### src/rtl/mem_arbiter.sv
// Round-robin arbiter giving the I-fetch and D load/store requesters one combinational-read memory port.
// Response pulses WAIT_CYCLES+1 cycles after the handshake, no response back-pressure; MEM_ARB_PERF_EN adds perf counters.
module mem_arbiter #(
   parameter int WAIT_CYCLES = 1,
   parameter int ADDR_W      = 32
) (
   input  logic              clk,
   input  logic              rst_n,
   input  logic              i_req_valid,
   output logic              i_req_ready,
   input  logic [ADDR_W-1:0] i_addr,
   output logic              i_resp_valid,
   output logic [31:0]       i_rdata,
   input  logic              d_req_valid,
   output logic              d_req_ready,
   input  logic [ADDR_W-1:0] d_addr,
   input  logic [31:0]       d_wdata,
   input  logic [3:0]        d_wstrb,
   output logic              d_resp_valid,
   output logic [31:0]       d_rdata,
   output logic [ADDR_W-1:0] mem_addr,
   output logic [31:0]       mem_wdata,
   output logic [3:0]        mem_wstrb,
   output logic              mem_wen,
   input  logic [31:0]       mem_rdata
`ifdef MEM_ARB_PERF_EN
   ,
   output logic [31:0]       perf_i_grants,
   output logic [31:0]       perf_d_grants,
   output logic [31:0]       perf_conflicts
`endif
);

   localparam int CNT_W = (WAIT_CYCLES > 1) ? $clog2(WAIT_CYCLES) : 1;
   localparam logic [CNT_W-1:0] CNT_LOAD = CNT_W'(WAIT_CYCLES - 1);

   typedef enum logic [1:0] {IDLE, ACCESS, RESP} state_t;

   typedef struct packed {
      logic [ADDR_W-1:0] addr;
      logic [31:0]       wdata;
      logic [3:0]        wstrb;
      logic              owner_d;
   } req_t;

   state_t           state, state_nxt;
   logic [CNT_W-1:0] cnt;
   logic             last_d;
   req_t             req;
   logic             i_hs, d_hs, last_acc;

   assign i_hs     = i_req_valid & i_req_ready;
   assign d_hs     = d_req_valid & d_req_ready;
   assign last_acc = (state == ACCESS) && (cnt == '0);

   assign mem_addr  = req.addr & ~ADDR_W'(3);
   assign mem_wdata = req.wdata;
   assign mem_wstrb = req.wstrb;

   always_ff @(posedge clk or negedge rst_n) begin
      if (!rst_n) state <= IDLE;
      else        state <= state_nxt;
   end

   always_comb begin
      state_nxt   = state;
      i_req_ready = 1'b0;
      d_req_ready = 1'b0;
      mem_wen     = 1'b0;
      case (state)
         IDLE: begin
            // On conflict the requester that did not win last time goes first.
            if (i_req_valid && d_req_valid) begin
               i_req_ready = last_d;
               d_req_ready = ~last_d;
            end else begin
               i_req_ready = i_req_valid;
               d_req_ready = d_req_valid;
            end
            if (i_req_valid || d_req_valid) state_nxt = ACCESS;
         end
         ACCESS: begin
            mem_wen = last_acc && (req.wstrb != 4'b0);
            if (cnt == '0) state_nxt = RESP;
         end
         RESP:    state_nxt = IDLE;
         default: state_nxt = IDLE;
      endcase
   end

   always_ff @(posedge clk or negedge rst_n) begin
      if (!rst_n) begin
         cnt          <= '0;
         last_d       <= 1'b0;
         req          <= '0;
         i_rdata      <= '0;
         d_rdata      <= '0;
         i_resp_valid <= 1'b0;
         d_resp_valid <= 1'b0;
      end else begin
         i_resp_valid <= last_acc & ~req.owner_d;
         d_resp_valid <= last_acc & req.owner_d;
         if (i_hs || d_hs) begin
            req.addr    <= d_hs ? d_addr  : i_addr;
            req.wdata   <= d_hs ? d_wdata : 32'h0;
            req.wstrb   <= d_hs ? d_wstrb : 4'h0;
            req.owner_d <= d_hs;
            last_d      <= d_hs;
            cnt         <= CNT_LOAD;
         end else if (state == ACCESS && cnt != '0) begin
            cnt <= cnt - CNT_W'(1);
         end
         if (last_acc) begin
            if (req.owner_d) d_rdata <= (req.wstrb != 4'b0) ? 32'h0 : mem_rdata;
            else             i_rdata <= mem_rdata;
         end
      end
   end

`ifdef MEM_ARB_PERF_EN
   always_ff @(posedge clk or negedge rst_n) begin
      if (!rst_n) begin
         perf_i_grants  <= '0;
         perf_d_grants  <= '0;
         perf_conflicts <= '0;
      end else begin
         if (i_hs) perf_i_grants <= perf_i_grants + 32'd1;
         if (d_hs) perf_d_grants <= perf_d_grants + 32'd1;
         if (state == IDLE && i_req_valid && d_req_valid)
            perf_conflicts <= perf_conflicts + 32'd1;
      end
   end
`endif

endmodule

### config.mk
export PLATFORM = sky130hd
export DESIGN_NAME = mem_arbiter
export DESIGN_NICKNAME = d
export VERILOG_FILES = /design/src/rtl/mem_arbiter.sv
export SDC_FILE = /design/constraint.sdc
export NUM_CORES = 1
export LEC_CHECK = 0
export ABC_CLOCK_PERIOD_IN_PS = 2290
export BUFFER_PORTS_ARGS = -buffer_cell sky130_fd_sc_hd__clkbuf_2
export CAP_MARGIN = 20
export CORE_UTILIZATION = 46
export DETAILED_ROUTE_END_ITERATION = 10
export PLACE_DENSITY_LB_ADDON = 0.12
export SYNTH_ARGS = -nofsm -noshare
export SYNTH_HDL_FRONTEND = slang
export SYNTH_SLANG_ARGS = --single-unit
### constraint.sdc
create_clock -name clk -period 2.29 [get_ports clk]
set_clock_uncertainty 0.2 [all_clocks]
set_input_delay 0.229 -clock clk [delete_from_list [all_inputs] [get_ports clk]]
set_output_delay 0.229 -clock clk [all_outputs]
set_load 0.005 [all_outputs]
**After elaboration in Yosys (flattened, before gate mapping)**

Cells that the tools add are included.

- Register bits after elaboration: 138
- Latch bits: 0
- Memory bits (writable): 0
- Word-level logic and storage cells: 46
- Input bits: 136
- ROM bits: 0
- Output and inout port bits: 137
- Memories kept: 0

- Shifts and indexed selects: 0
- Multipliers: 0
- Bitwise logic cells: 6
- Div/mod/pow operators: 0
- $add $sub $neg: 1
- Order comparisons: 0
- Equality and inequality tests: 3
- Muxes and demuxes: 14
- Reductions and logical operators: 12

Operator list:

| operator | number |
|---|---|
| 2-to-1 mux 32 bit | 3 |
| 2-to-1 mux 1 bit | 7 |
| AND reduction 2 bit | 3 |
| AND 1 bit | 4 |
| logical AND 1 bit | 4 |
| 2-to-1 mux 2 bit | 2 |
| 2-to-1 mux 4 bit | 1 |
| != test 2 bit, second input constant | 2 |
| one-hot mux 2 bit (2 select lines) | 1 |
| nonzero test 4 bit | 1 |
| equality test 2 x 1 -> 1 bit, second input constant | 1 |
| zero test 2 bit | 1 |
| logical OR 1 bit | 2 |
| NOT 1 bit | 2 |
| nonzero test 2 bit | 1 |
| subtractor 1 bit, second input constant | 1 |

**Logic depth before layout (Yosys ltp)**

Gate-level depths: netlist of run 1.

- Depth in word-level cells: 6
- Mapped depth: 6
- Depth with buffers taken out: 3

**Least setup slack after synthesis of run 1**

No wires, ideal clock.

- Kind: register to register
- Start point: reg state[1]
- End point: reg i_rdata[10]
- Stages on the path, launching flop included: 5
- Arrival: 1.439 ns
- Setup time: 0.127 ns
- Path buffers: 1
- Slack: 0.524 ns
- Period minus slack after synthesis: 1.766 ns
- Cells stage by stage: dfrtp_1 or3b_4 nor2_8 buf_6 mux2_1

- Longest elaborated chain between the ends: 3

Ends and longest elaborated chain:

| element | line | source |
|---|---|---|
| start: declaration | 46 | `state_t state, state_nxt;` |
| start signal: assignment | 62 | `else state <= state_nxt;` |
| equality test 2 x 1 -> 1 bit | 54 | `assign last_acc = (state == ACCESS) && (cnt == '0);` |
| logical AND 1 bit | 54 |  |
| AND reduction 2 bit (no line) | n/a |  |
| end signal: assignment | 115 | `else i_rdata <= mem_rdata;` |
| end: declaration | 13 | `output logic [31:0] i_rdata,` |

No other way between the ends.
A chain may end at the register's enable or synchronous reset.

**Worst setup path in the final report of run 1**

- Start point: reg state[1]
- End point: out d_req_ready

- Longest elaborated chain between the ends: 2

Ends and longest elaborated chain:

| element | line | source |
|---|---|---|
| zero test 2 bit | 70 | `case (state)` |
| 2-to-1 mux 1 bit | 70 |  |
| end: declaration | 15 | `output logic d_req_ready,` |

No other way between the ends.

==> flow_summary_export.csv, run 1 <==
group,metric,value,unit
setup_path,critPathMaxFanout,10,
logic_synthesis,seq_area_frac_synth,59.9,%
timing,holdWs,101,ps
global_route,grt_overflow,0,
timing,fmax,0.468,GHz
floorplanning,ios,273,
global_route,grt_util_all_layers,29.9,%
logic_synthesis,synth_fa_ha_area_share,0,%
flow_run,maxCapViolations,0,
clocking,clockBufferDepth,2,
power_and_ir_drop,ir_drop,0.608,mV
setup_path,critPathBufInv,1,
logic_synthesis,yosys.area_share.simple,13.4,%
status,status,"completed",
placement,hpwl,10500,µm
logic_synthesis,syn_area,5680,µm²
min_path,hold_end,"mem_addr[28]",
logic_synthesis,yosys.area_share.xor_xnor,0,%
logic_synthesis,synth-seq-cells,136,
setup_path,required,1860,ps
clocking,numClockSinks,136,
floorplanning,core_area,12000,µm²
setup_path,cp_cell_sequence,"nor3b_2 > and2_1 > clkbuf_2",
timing,worstMarginPinSlew,942,ps
placement,gp_congestion,0.798,
cells_and_area,nets,1010,
cells_and_area,n_fill_cell,816,
clocking,clock-root-buffer,"clkbuf_16",
setup_path,reg2reg_slack,350,ps
cells_and_area,final_common_cell,"clkbuf_2",
route,wl,18400,µm
logic_synthesis,yosysUniqueCellTypes,27,
clocking,post-cts-setup-buffer-count,0,
setup_path,cpPeakStageDelay,440,ps
floorplanning,rows,40,
setup_path,worstRegToRegCells,4,
logic_synthesis,synthCells,492,
route,ant_nets,0,
timing,hold_viol_final,0,
route,vias,5661,
cells_and_area,layout_common_cells,"265 x clkbuf_2, 136 x dfrtp_1, 129 x dlygate4sd3_1",
clocking,clk_pin_slew_worst_paths,60,ps
setup_path,crit_arrival,1710,ps
min_path,hp-class,"primary input to flop",
clocking,hold_buffers,129,
setup_path,timing.rr.start,"state[0]",
timing,finalSetupTns,0,ps
timing,period_needed,2140,ps
clocking,cts_buffers,17,
clocking,htreeDepth,4,
cells_and_area,multiInputGateArea,2070,µm²
power_and_ir_drop,p_per_area,1270,nW/µm²
min_path,worstHoldStart,"i_req_valid",
placement,port_buffers,266,
min_path,whs_path_depth,4,
global_route,grt_pass1_wl,29400,µm
setup_path,end_kind,"output pin",
logic_synthesis,synthMuxAreaShare,6.34,%
setup_path,critPathTopFamily,"simple AND/OR/NAND/NOR gates",
route,firstDrtPassIters,5,
timing,fin_crit_sh,93.3,%
route,drc_errors,0,
logic_synthesis,ys_warn_count,0,
clocking,cts_tree,"yes",
timing,slew_viol_final,0,
setup_path,startpoint_type,"flop",
setup_path,worst-path-stages,3,
timing,grt_setup_unrepaired,"false",
floorplanning,start_util,47.3,%
floorplanning,dieHeight,113,µm
logic_synthesis,syn_avg_cell_area,11.6,µm²
clocking,post_cts_resized,0,
global_route,first_global_vias,5814,
setup_path,path_class,"flop to output pin",
power_and_ir_drop,p_leak,0.00464,µW
setup_path,slowest_stage,"dfrtp_1",
global_route,antenna_found_initial,1,
global_route,grt_start_max_net_pins,66,
floorplanning,design.die.area,12800,µm²
cells_and_area,fin_util,75.9,%
cells_and_area,syn2layout_area_growth,60.5,%
route,wl_per_cell,17.7,µm
cells_and_area,register_area,3400,µm²
clocking,clkLatencyLatePin,420,ps
floorplanning,die_w,113,µm
timing,setup_viol,0,
cells_and_area,drive_above_1_share,36.2,%
logic_synthesis,synth_top_family_by_area,"compound AO/OA/AOI/OAI gates",
route,viasPerCell,5.47,
setup_path,r2r_end,"i_rdata[6]",
timing,max-slew-margin-rel,37.2,%
route,initialDrtViolationCount,371,
logic_synthesis,synth_compound_area_share,16.1,%
## cells in the mapped netlist (all sizes together)
cell type,n,area (µm²)
conb,1,3.75
inv,4,15.0
a22o,36,315
mux2,32,360
nand4bb,1,11.3
nand2b,1,6.26
nand2,65,244
o21ai,64,320
a31oi,1,6.26
dfrtp,136,3400
nor4,1,12.5
or3b,1,11.3
nor3b,1,12.5
o211a,1,10.0
buf,13,87.6
and3,31,194
o2111ai,30,263
nand3b,30,225
and2,1,6.26
clkbuf,36,135
nor2,5,35.0
or2,1,6.26
## per-layer routing
metal / track usage (%) / up-vias / wire length (µm)
met5: 0 / - / 0
met2: 50.4 / 301 / 9280
met4: 16.8 / 0 / 656
met1: 34.4 / 2748 / 7160
met3: 8.46 / 62 / 1270
li1: - / 2550 / -
## cells by family after synthesis
group / after synthesis
flops: 136
simple gates: 138
buf+inv: 53
other cells: 1
compound gates: 132
mux: 32
## metrics by stage
| step | instance area (µm²) | total power [µW] | std cells | setup WS [ps] |
|---|---|---|---|---|
| 3_5_place_dp | 7200 | 8430 | 873 | 357 |
| 5_1_grt | 9120 | 12300 | 1035 | 29.0 |
| 6_report | 9120 | 11600 | 1035 | 153 |
| 4_1_cts | 9120 | 11500 | 1034 | 122 |
| 3_3_place_gp | 7200 | 8270 | 873 | 400 |
| 2_1_floorplan | 5690 | 6390 | 493 | 524 |
## final cells by class
| cell class | instances | share of cell area, % |
|---|---|---|
| flip-flops and latches | 136 | 37.3 |
| multi-input cells | 304 | 22.7 |
| diodes | 1 | 0.0274 |
| clock buffers | 17 | 4.66 |
| repair buffers | 411 | 31.0 |
| clock inverters | 15 | 2.19 |
| inverters | 4 | 0.165 |
| well taps | 147 | 2.02 |
## registers in the layout, indices dropped and copies added (netlist names), 2 cells and up
signal / flops
state: 2
d_rdata: 32
i_rdata: 32
mem_addr: 30
mem_wstrb: 4
mem_wdata: 32
## power breakdown
part | total (µW) | internal, µW | switching [µW]
Sequential | 4220 | 3530 | 692
Combinational | 4480 | 2080 | 2400
Clock | 2870 | 1820 | 1050
Total | 11600 | 7430 | 4150
## worst max-delay path by stage
stage / start / end / slack, ps
finish: state[1] / d_req_ready / 150
global route: state[1] / d_req_ready / 30
CTS: req[0] / d_req_ready / 120
detailed placement: state[0] / i_rdata[6] / 360
global placement: state[0] / i_rdata[19] / 400
floorplan: state[1] / i_rdata[10] / 520
## worst register-to-register path: stages (launching register included)
cell     delay (ps)
dfrtp_1         460
or3b_4          460
nor2_8          100
buf_12          230
mux2_1          370
(Power assumes the default switching activity.)
==> inputs of run 2 (changes only) <==
Settings changed: SETUP_SLACK_MARGIN set to 0.5.
==> run 2 against run 1 <==
Utilization is 2.5 points higher; largest power group unchanged; non-clock buffer count is 16 higher; sequential cell count stayed put; wire length is 4.4% higher; critical path type unchanged; via count is 1.4% higher.
==> flow_summary_export.csv, run 2 (same netlist as run 1, synthesis figures left out) <==
group,metric,value,unit
status,status,"completed",
route,firstDrtPassIters,5,
timing,grt_setup_unrepaired,"true",
route,viasPerCell,5.46,
power_and_ir_drop,total_power,12200,µW
timing,setup_viol,0,
clocking,numClockSinks,136,
floorplanning,start_util,47.3,%
timing,fmax,0.513,GHz
placement,gp_congestion,0.798,
floorplanning,core_area,12000,µm²
floorplanning,rows,40,
floorplanning,design.die.area,12800,µm²
cells_and_area,fin_cells,1051,
global_route,grt_overflow,0,
setup_path,required,1860,ps
timing,slew_viol_final,0,
cells_and_area,final_common_cell,"clkbuf_2",
cells_and_area,nets,1026,
timing,max-slew-margin-rel,53.9,%
setup_path,worstRegToRegCells,5,
floorplanning,die_w,113,µm
clocking,cts_buffers,17,
clocking,htreeDepth,4,
power_and_ir_drop,ir_drop,0.568,mV
clocking,clk_pin_slew_worst_paths,60,ps
route,vias,5742,
placement,hpwl,10500,µm
global_route,grt_pass1_wl,30400,µm
floorplanning,dieHeight,113,µm
route,wl,19200,µm
placement,placed_cell_area,7200,µm²
global_route,first_global_vias,5936,
cells_and_area,fin_area,9420,µm²
timing,finalSetupTns,0,ps
timing,fin_crit_sh,85.1,%
global_route,grt_util_all_layers,30.9,%
clocking,clockBufferDepth,2,
setup_path,crit_arrival,1520,ps
cells_and_area,layout_common_cells,"262 x clkbuf_2, 133 x dfrtp_1, 129 x dlygate4sd3_1",
min_path,hp-class,"primary input to flop",
cells_and_area,syn2layout_area_growth,65.7,%
setup_path,path_class,"flop to output pin",
clocking,cts_tree,"yes",
setup_path,critPathMaxFanout,4,
flow_run,maxCapViolations,0,
route,initialDrtViolationCount,379,
placement,port_buffers,266,
timing,period_needed,1950,ps
power_and_ir_drop,p_leak,0.00481,µW
route,drc_errors,0,
setup_path,end_kind,"output pin",
global_route,antenna_found_initial,1,
floorplanning,ios,273,
cells_and_area,drive_above_1_share,39.5,%
route,wl_per_cell,18.2,µm
global_route,grt_start_max_net_pins,66,
route,ant_nets,0,
setup_path,startpoint_type,"flop",
timing,worstMarginPinSlew,689,ps
clocking,clkLatencyLatePin,420,ps
placement,dpl.cell_count,873,
min_path,whs_path_depth,4,
clocking,clock-root-buffer,"clkbuf_16",
power_and_ir_drop,p_per_area,1300,nW/µm²
timing,hold_viol_final,0,
[run 2: changes by cell type in the layout (fill, tap and decap cells not counted), sizes merged]
cell / change
clkbuf: -3
bufbuf: +1
buf: +18
[run 2: worst paths after layout]
kind	to	from	slack [ps]
setup / recovery	mem_wen	state[1]	340
max in group asynchronous	state[1]	rst_n	1110
hold reg to reg	d_rdata[11]	d_rdata[11]	280
hold / removal	mem_addr[28]	i_req_valid	100
min in group asynchronous	i_rdata[11]	rst_n	140
setup reg to reg	i_rdata[11]	state[1]	340
[run 2: report_power, final]
group / internal, µW / switching, µW / total (µW) / leakage, µW
sequential: 3530 / 692 / 4220 / 0.00172
combinational: 2540 / 2560 / 5100 / 0.00280
clock: 1820 / 1060 / 2880 / 0.000296
[run 2: per-stage QoR]
stage / hold slack, ps / util, % / worst slack, ps
detailed placement: 22.4 / 60.0 / 357
global placement: 18.8 / 60.0 / 400
finish: 102 / 78.4 / 342
floorplan: -267 / - / 524
global route: 134 / 78.4 / 302
CTS: 99.5 / 77.7 / 332
[run 2: worst max-delay path, cell delays in order, from the launching register on]
cell     delay (ps)
dfrtp_2         430
or3b_4          450
nor2_1           90
buf_2           130
[run 2: area by class of cell]
| cell class | count | area, µm² |
|---|---|---|
| Clock inverter | 15 | 200 |
| Inverter | 4 | 15.0 |
| Clock buffer | 17 | 425 |
| Antenna cell | 1 | 2.50 |
| Multi-Input combinational cell | 304 | 2130 |
| Timing Repair Buffer | 427 | 3060 |
| Fill cell | 770 | 2590 |
| Sequential cell | 136 | 3410 |
| Tap cell | 147 | 184 |
[run 2: what timing repair did]
item,in CTS,in global routing
buffers inserted,8,5
cloned,3,0
hold buffers,129,0
endpoints found under the setup margin,93,66
resized for setup,18,16
pin swaps,3,4
endpoints found under the hold margin,200,0
[run 2: layer usage]
layer	part of all wire, %	track usage [%]
met1	39	35.4
met2	51	52.5
met3	6.8	8.57
met4	3.4	16.9
met5	0	0
